<file path="config.mk">
export PLATFORM = sky130hd
export DESIGN_NAME = alu_multicycle
export DESIGN_NICKNAME = d
export VERILOG_FILES = /design/src/rtl/alu_multicycle.sv
export SDC_FILE = /design/constraint.sdc
export NUM_CORES = 1
export LEC_CHECK = 0
export ABC_CLOCK_PERIOD_IN_PS = 22200
export CAP_MARGIN = 20
export CORE_UTILIZATION = 30
export DETAILED_ROUTE_END_ITERATION = 8
export PLACE_DENSITY_LB_ADDON = 0.2
export SYNTH_ARGS = -nofsm -noshare
export SYNTH_HDL_FRONTEND = slang
export SYNTH_SLANG_ARGS = --single-unit
</file>
<file path="constraint.sdc">
create_clock -name clk -period 22.2 [get_ports clk]
set_input_delay 6.66 -clock clk [delete_from_list [all_inputs] [get_ports clk]]
set_output_delay 6.66 -clock clk [all_outputs]
set_load 0.01 [all_outputs]
</file>
<file path="src/rtl/alu_multicycle.sv">
// alu_multicycle: EX-stage ALU with registered outputs plus an iterative
// unsigned multiply/divide unit (HI/LO) behind a start/busy/done handshake.
// Single-cycle operations complete at the issuing edge. MULTU and DIVU
// take WIDTH cycles, processing one bit per cycle.
module alu_multicycle #(
    parameter int WIDTH = 32,
    parameter int CNT_W = 6
) (
    input  logic             clk,
    input  logic             reset,
    input  logic [WIDTH-1:0] read1,
    input  logic [WIDTH-1:0] read2,
    input  logic [3:0]       control,
    input  logic             start,
    output logic [WIDTH-1:0] result,
    output logic             zero,
    output logic             busy,
    output logic             done,
    output logic [WIDTH-1:0] hi,
    output logic [WIDTH-1:0] lo
);

    localparam logic [3:0] OP_AND   = 4'b0000;
    localparam logic [3:0] OP_OR    = 4'b0001;
    localparam logic [3:0] OP_ADD   = 4'b0010;
    localparam logic [3:0] OP_MULTU = 4'b0011;
    localparam logic [3:0] OP_DIVU  = 4'b0100;
    localparam logic [3:0] OP_SUB   = 4'b0110;
    localparam logic [3:0] OP_SLT   = 4'b0111;
    localparam logic [3:0] OP_MFHI  = 4'b1000;
    localparam logic [3:0] OP_MFLO  = 4'b1001;
    localparam logic [3:0] OP_NOR   = 4'b1100;

    typedef enum logic [1:0] {
        S_IDLE = 2'd0,
        S_MUL  = 2'd1,
        S_DIV  = 2'd2
    } state_t;

    state_t state, state_nxt;

    // Iteration registers, shared between multiply and divide:
    //   MUL: acc = partial product upper half, opa = multiplier shifting
    //        out / product lower half shifting in, opb = multiplicand.
    //   DIV: acc = partial remainder, opa = dividend shifting out /
    //        quotient shifting in, opb = divisor.
    logic [CNT_W-1:0] cnt, cnt_nxt;
    logic [WIDTH-1:0] acc, acc_nxt;
    logic [WIDTH-1:0] opa, opa_nxt;
    logic [WIDTH-1:0] opb, opb_nxt;

    logic [WIDTH-1:0] result_nxt, hi_nxt, lo_nxt;
    logic             zero_nxt, busy_nxt, done_nxt;

    logic             accept;
    logic             last_iter;
    logic [WIDTH:0]   mul_sum;
    logic [WIDTH:0]   div_shift;
    logic             div_ge;

    // Combinational result of the single-cycle operations.
    function automatic logic [WIDTH-1:0] alu_single(
        input logic [3:0]       op,
        input logic [WIDTH-1:0] a,
        input logic [WIDTH-1:0] b,
        input logic [WIDTH-1:0] hv,
        input logic [WIDTH-1:0] lv
    );
        logic signed [WIDTH-1:0] sa;
        logic signed [WIDTH-1:0] sb;
        sa = signed'(a);
        sb = signed'(b);
        case (op)
            OP_AND:  return a & b;
            OP_OR:   return a | b;
            OP_ADD:  return a + b;
            OP_SUB:  return a - b;
            OP_SLT:  return (sa < sb) ? WIDTH'(1) : '0;
            OP_NOR:  return ~(a | b);
            OP_MFHI: return hv;
            OP_MFLO: return lv;
            default: return '0;
        endcase
    endfunction

    // A start is only taken while no iterative operation is running.
    assign accept    = start && (state == S_IDLE);
    assign last_iter = (cnt == CNT_W'(1));

    // Shift-add step: add the multiplicand when the current multiplier bit
    // is set. The carry is kept so the right shift loses nothing.
    assign mul_sum   = {1'b0, acc} + (opa[0] ? {1'b0, opb} : '0);

    // Restoring-division step: bring in the next dividend bit and test
    // whether the divisor fits. A zero divisor always fits, which yields an
    // all-ones quotient and leaves the dividend as the remainder.
    assign div_shift = {acc, opa[WIDTH-1]};
    assign div_ge    = (div_shift >= {1'b0, opb});

    // State register.
    always_ff @(posedge clk or posedge reset) begin
        if (reset) begin
            state <= S_IDLE;
        end else begin
            state <= state_nxt;
        end
    end

    // Next-state decode: leave IDLE on an accepted MULTU/DIVU, return on
    // the last iteration.
    always_comb begin
        state_nxt = state;
        case (state)
            S_IDLE: begin
                if (accept && control == OP_MULTU) begin
                    state_nxt = S_MUL;
                end else if (accept && control == OP_DIVU) begin
                    state_nxt = S_DIV;
                end
            end
            S_MUL, S_DIV: begin
                if (last_iter) begin
                    state_nxt = S_IDLE;
                end
            end
            default: state_nxt = S_IDLE;
        endcase
    end

    // Output and datapath next values for the current state.
    always_comb begin
        cnt_nxt    = cnt;
        acc_nxt    = acc;
        opa_nxt    = opa;
        opb_nxt    = opb;
        result_nxt = result;
        zero_nxt   = zero;
        hi_nxt     = hi;
        lo_nxt     = lo;
        busy_nxt   = busy;
        done_nxt   = 1'b0;
        case (state)
            S_IDLE: begin
                if (accept) begin
                    zero_nxt = (read1 == read2);
                    if (control == OP_MULTU) begin
                        acc_nxt  = '0;
                        opa_nxt  = read2;
                        opb_nxt  = read1;
                        cnt_nxt  = CNT_W'(WIDTH);
                        busy_nxt = 1'b1;
                    end else if (control == OP_DIVU) begin
                        acc_nxt  = '0;
                        opa_nxt  = read1;
                        opb_nxt  = read2;
                        cnt_nxt  = CNT_W'(WIDTH);
                        busy_nxt = 1'b1;
                    end else begin
                        result_nxt = alu_single(control, read1, read2, hi, lo);
                        done_nxt   = 1'b1;
                    end
                end
            end
            S_MUL: begin
                acc_nxt = mul_sum[WIDTH:1];
                opa_nxt = {mul_sum[0], opa[WIDTH-1:1]};
                cnt_nxt = cnt - CNT_W'(1);
                if (last_iter) begin
                    hi_nxt     = acc_nxt;
                    lo_nxt     = opa_nxt;
                    result_nxt = opa_nxt;
                    done_nxt   = 1'b1;
                    busy_nxt   = 1'b0;
                end
            end
            S_DIV: begin
                acc_nxt = div_ge ? WIDTH'(div_shift - {1'b0, opb})
                                 : div_shift[WIDTH-1:0];
                opa_nxt = {opa[WIDTH-2:0], div_ge};
                cnt_nxt = cnt - CNT_W'(1);
                if (last_iter) begin
                    hi_nxt     = acc_nxt;
                    lo_nxt     = opa_nxt;
                    result_nxt = opa_nxt;
                    done_nxt   = 1'b1;
                    busy_nxt   = 1'b0;
                end
            end
            default: begin
                busy_nxt = 1'b0;
            end
        endcase
    end

    // Output and iteration registers; reset aborts any operation in flight.
    always_ff @(posedge clk or posedge reset) begin
        if (reset) begin
            cnt    <= '0;
            acc    <= '0;
            opa    <= '0;
            opb    <= '0;
            result <= '0;
            zero   <= 1'b0;
            hi     <= '0;
            lo     <= '0;
            busy   <= 1'b0;
            done   <= 1'b0;
        end else begin
            cnt    <= cnt_nxt;
            acc    <= acc_nxt;
            opa    <= opa_nxt;
            opb    <= opb_nxt;
            result <= result_nxt;
            zero   <= zero_nxt;
            hi     <= hi_nxt;
            lo     <= lo_nxt;
            busy   <= busy_nxt;
            done   <= done_nxt;
        end
    end

endmodule

</file>
==> impl_metrics.py <==
metrics = {
    "sta": {
        "final_hold_viol_count": 0,
        "whs_ps": 498,
        "finClkSkew_ps": 28.9,
        "setup_viol": 0,
        "fin_crit_sh_pct": 46.0,
        "rsz0062_at_grt": "no",
        "max_freq_mhz": 97.9,
        "tightestPinTransition_ps": 1140,
        "fin_crit_ps": 10220,
        "slew_headroom_pct": 23.4,
        "setup_tns_ps": 0,
        "drv_slew": 0,
    },
    "floorplanning": {
        "die_y_um": 256,
        "dieArea_um2": 65600,
        "die-width_um": 256,
        "start_util_pct": 30.5,
        "ios": 170,
        "rows": 92,
        "coreArea_um2": 63400,
    },
    "grt": {
        "antenna_found_initial": 6,
        "grt_first_pass_wirelength_um": 132000,
        "grt_pass1_vias": 19708,
        "grt.busiest_layer": "met2",
        "overflow": 0,
        "met1_usage_pct": 36.5,
        "grt_start_max_net_pins": 102,
        "use_met2_pct": 41.2,
        "track_usage_pct": 26.3,
        "grt_util_met3_pct": 3.93,
    },
    "clock_network": {
        "postCtsSetupBuffers": 0,
        "cts_sinks": 203,
        "clk_pin_slew_ps": 70,
        "hold_buffers": 0,
        "cts.repair.resized": 0,
        "root_buffer": "clkbuf_16",
        "cts-htree-levels": 1,
        "cts_buffers": 26,
        "cts_tree": "built",
        "clk_path_buf_depth": 3,
        "insertion_delay_ps": 580,
    },
    "synth": {
        "synth_area_um2": 19400,
        "synth_ff_type": "dfrtp_1",
        "synth_edf_count": 0,
        "ys_warn_count": 0,
        "postSynthAreaPerCell_um2": 7.64,
        "synth_top_area_share_pct": 26.2,
        "ys_seq_area_share_pct": 26.2,
        "ys_ff_latch": 203,
        "synth_cells": 2535,
        "syn_nets": 2788,
        "ys_types": 87,
        "synthTopCellsByArea": "dfrtp_1, ha_1, nand2_1",
        "synth_area_leader_cell": "dfrtp_1",
        "async_flop_share_pct": 100,
    },
    "worst_setup_path": {
        "path_max_fanout": 6,
        "critPathRequiredTime_ps": 22610,
        "cp-startpoint": "read1[0]",
        "slowest_stage": "a311oi_1",
        "criticalPathCategory": "in2reg",
        "path_cells": "clkdlybuf4s50_1 -> inv_1 -> ha_1 -> fa_1 -> nor3_1 -> o31ai_1 -> a311oi_1 -> a32oi_1 -> a31o_2 -> o31a_1 -> a31o_2 -> a311oi_1 -> a311oi_1",
        "cp-start-kind": "input port",
        "end_kind": "flip-flop",
        "crit_arrival_ps": 10620,
        "crit_buf_inv": 2,
        "cp_slowest_stage_delay_ps": 710,
        "cpMostUsedCell": "a311oi_1",
        "r2r-start": "opb[28]",
        "cp_top_family": "compound AO/OA/AOI/OAI gates",
    },
    "routing": {
        "ant_nets": 0,
        "drtIter0Drc": 2112,
        "routed_wl_um": 88500,
        "routed_via_density": 5.90,
        "drt_pass1_iterations": 6,
        "wl_per_cell_um": 25.5,
        "vias": 20446,
        "drc_errors": 0,
    },
    "min_path": {
        "min_from": "result[5]",
        "hold_path.class": "reg2reg",
    },
    "placement": {
        "dpl.hpwl_um": 65400,
        "io_buffer_count": 169,
        "gp_congestion": 0.950,
    },
    "power": {
        "cellPowerDensity_nw_per_um2": 100,
        "p_leak_nw": 10.0,
        "vdd_ir_drop_max_mv": 0.0763,
    },
    "final_layout": {
        "nNetsFinal": 2853,
        "area_growth_pct": 17.1,
        "layout_commonest_cell": "nand2_1",
        "drive_above_1_share_pct": 5.34,
        "final_cell_mix": "nand2_1, dfrtp_1, o21ai_0",
    },
    "flow_run": {
        "maxCapViolCount": 0,
    },
    "outcome": {
        "status": "finished clean",
    },
}
==> flip-flops by register name, summed over array words and instances (netlist names), 2 cells and up <==
signal  count
opb        32
state       2
acc        32
opa        32
cnt         6
hi         32
result     32
lo         32
==> kinds of logic (layout without fill, tap and decap cells) <==
| group | count (synthesis) | in the layout | share of synthesized area, % |
|---|---|---|---|
| fa+ha+maj | 182 | 182 | 11.9 |
| flops | 203 | 203 | 26.2 |
| xor+xnor | 57 | 57 | 2.58 |
| mux | 80 | 80 | 4.18 |
| compound gates | 838 | 838 | 29.0 |
| buf+inv | 318 | 403 | 6.32 |
| simple gates | 857 | 857 | 19.8 |
| other cells | 0 | 1 | 0 |
==> layer usage <==
layer | vias up | wire length, um
met5 | - | 53
met4 | 8 | 3430
met3 | 133 | 6250
met2 | 893 | 39200
met1 | 10105 | 39500
li1 | 9307 | -
==> worst paths after layout <==
kind / end / slack [ps] / cells after the start
hold reg to reg: result[5] / 500 / 2
hold / removal: result[5] / 500 / 2
min in group asynchronous: acc[22] / 6650 / 2
max in group asynchronous: lo[2] / 14140 / 3
setup / recovery: result[28] / 11980 / 13
setup reg to reg: acc[5] / 17950 / 12
==> synth_stat cells, types with 5 or more instances <==
library cell,number
dfrtp_1,203
o21bai_1,17
nand3_1,64
o31ai_1,16
clkbuf_1,132
a222oi_1,24
a31o_2,13
nor3_1,41
or2_2,10
a21o_1,44
o211a_1,5
ha_1,178
a21oi_1,184
a311oi_1,6
nor2_1,193
a32oi_1,6
nor4_1,13
or3_1,13
nor2b_1,15
a22oi_1,17
o22ai_1,11
buf_2,11
xnor2_1,36
inv_1,153
nand4_1,24
and2_1,37
xor2_1,21
a211oi_1,29
o21ai_0,201
o211ai_1,30
nand2_1,386
a211o_1,8
a2111oi_0,5
o221ai_1,26
a22o_1,30
buf_1,18
and3_1,24
a31oi_1,70
a221o_1,15
o21a_1,25
a21boi_0,5
nand2b_1,13
mux2i_1,73
a221oi_1,7
==> worst min-delay path, stage by stage, from the launching register on <==
cell and delay (ps):
dfrtp_1 350, nand2_1 50, o21ai_0 60
==> final cells by class <==
cell class              count  area [um2]
clock inverters            11        70.1
fillers                  6627       40700
repair buffers            202        1950
multi-input cells        2014       13200
inverters                 153         582
clock buffers              37         763
diodes                      1        2.50
flip-flops and latches    203        5080
well taps                 846        1060
==> metrics by stage <==
stage          utilization (%)  total power, mW  worst slack (ps)  std cells  area (um2)
3_5_place_dp              34.5             1.83             11540       3418       21900
6_report                  35.8             2.28             11980       3467       22700
2_1_floorplan                -             1.34             10000       2535       19400
4_1_cts                   35.8             2.28             12140       3466       22700
3_3_place_gp              34.4             1.82             11560       3417       21800
5_1_grt                   35.8             2.42             11780       3467       22700
==> power by group <==
part | switching, mW | internal, mW
sequential | 0.179 | 0.488
combinational | 0.718 | 0.465
clock | 0.190 | 0.240
No activity file was read; power rests on OpenSTA's default activity.
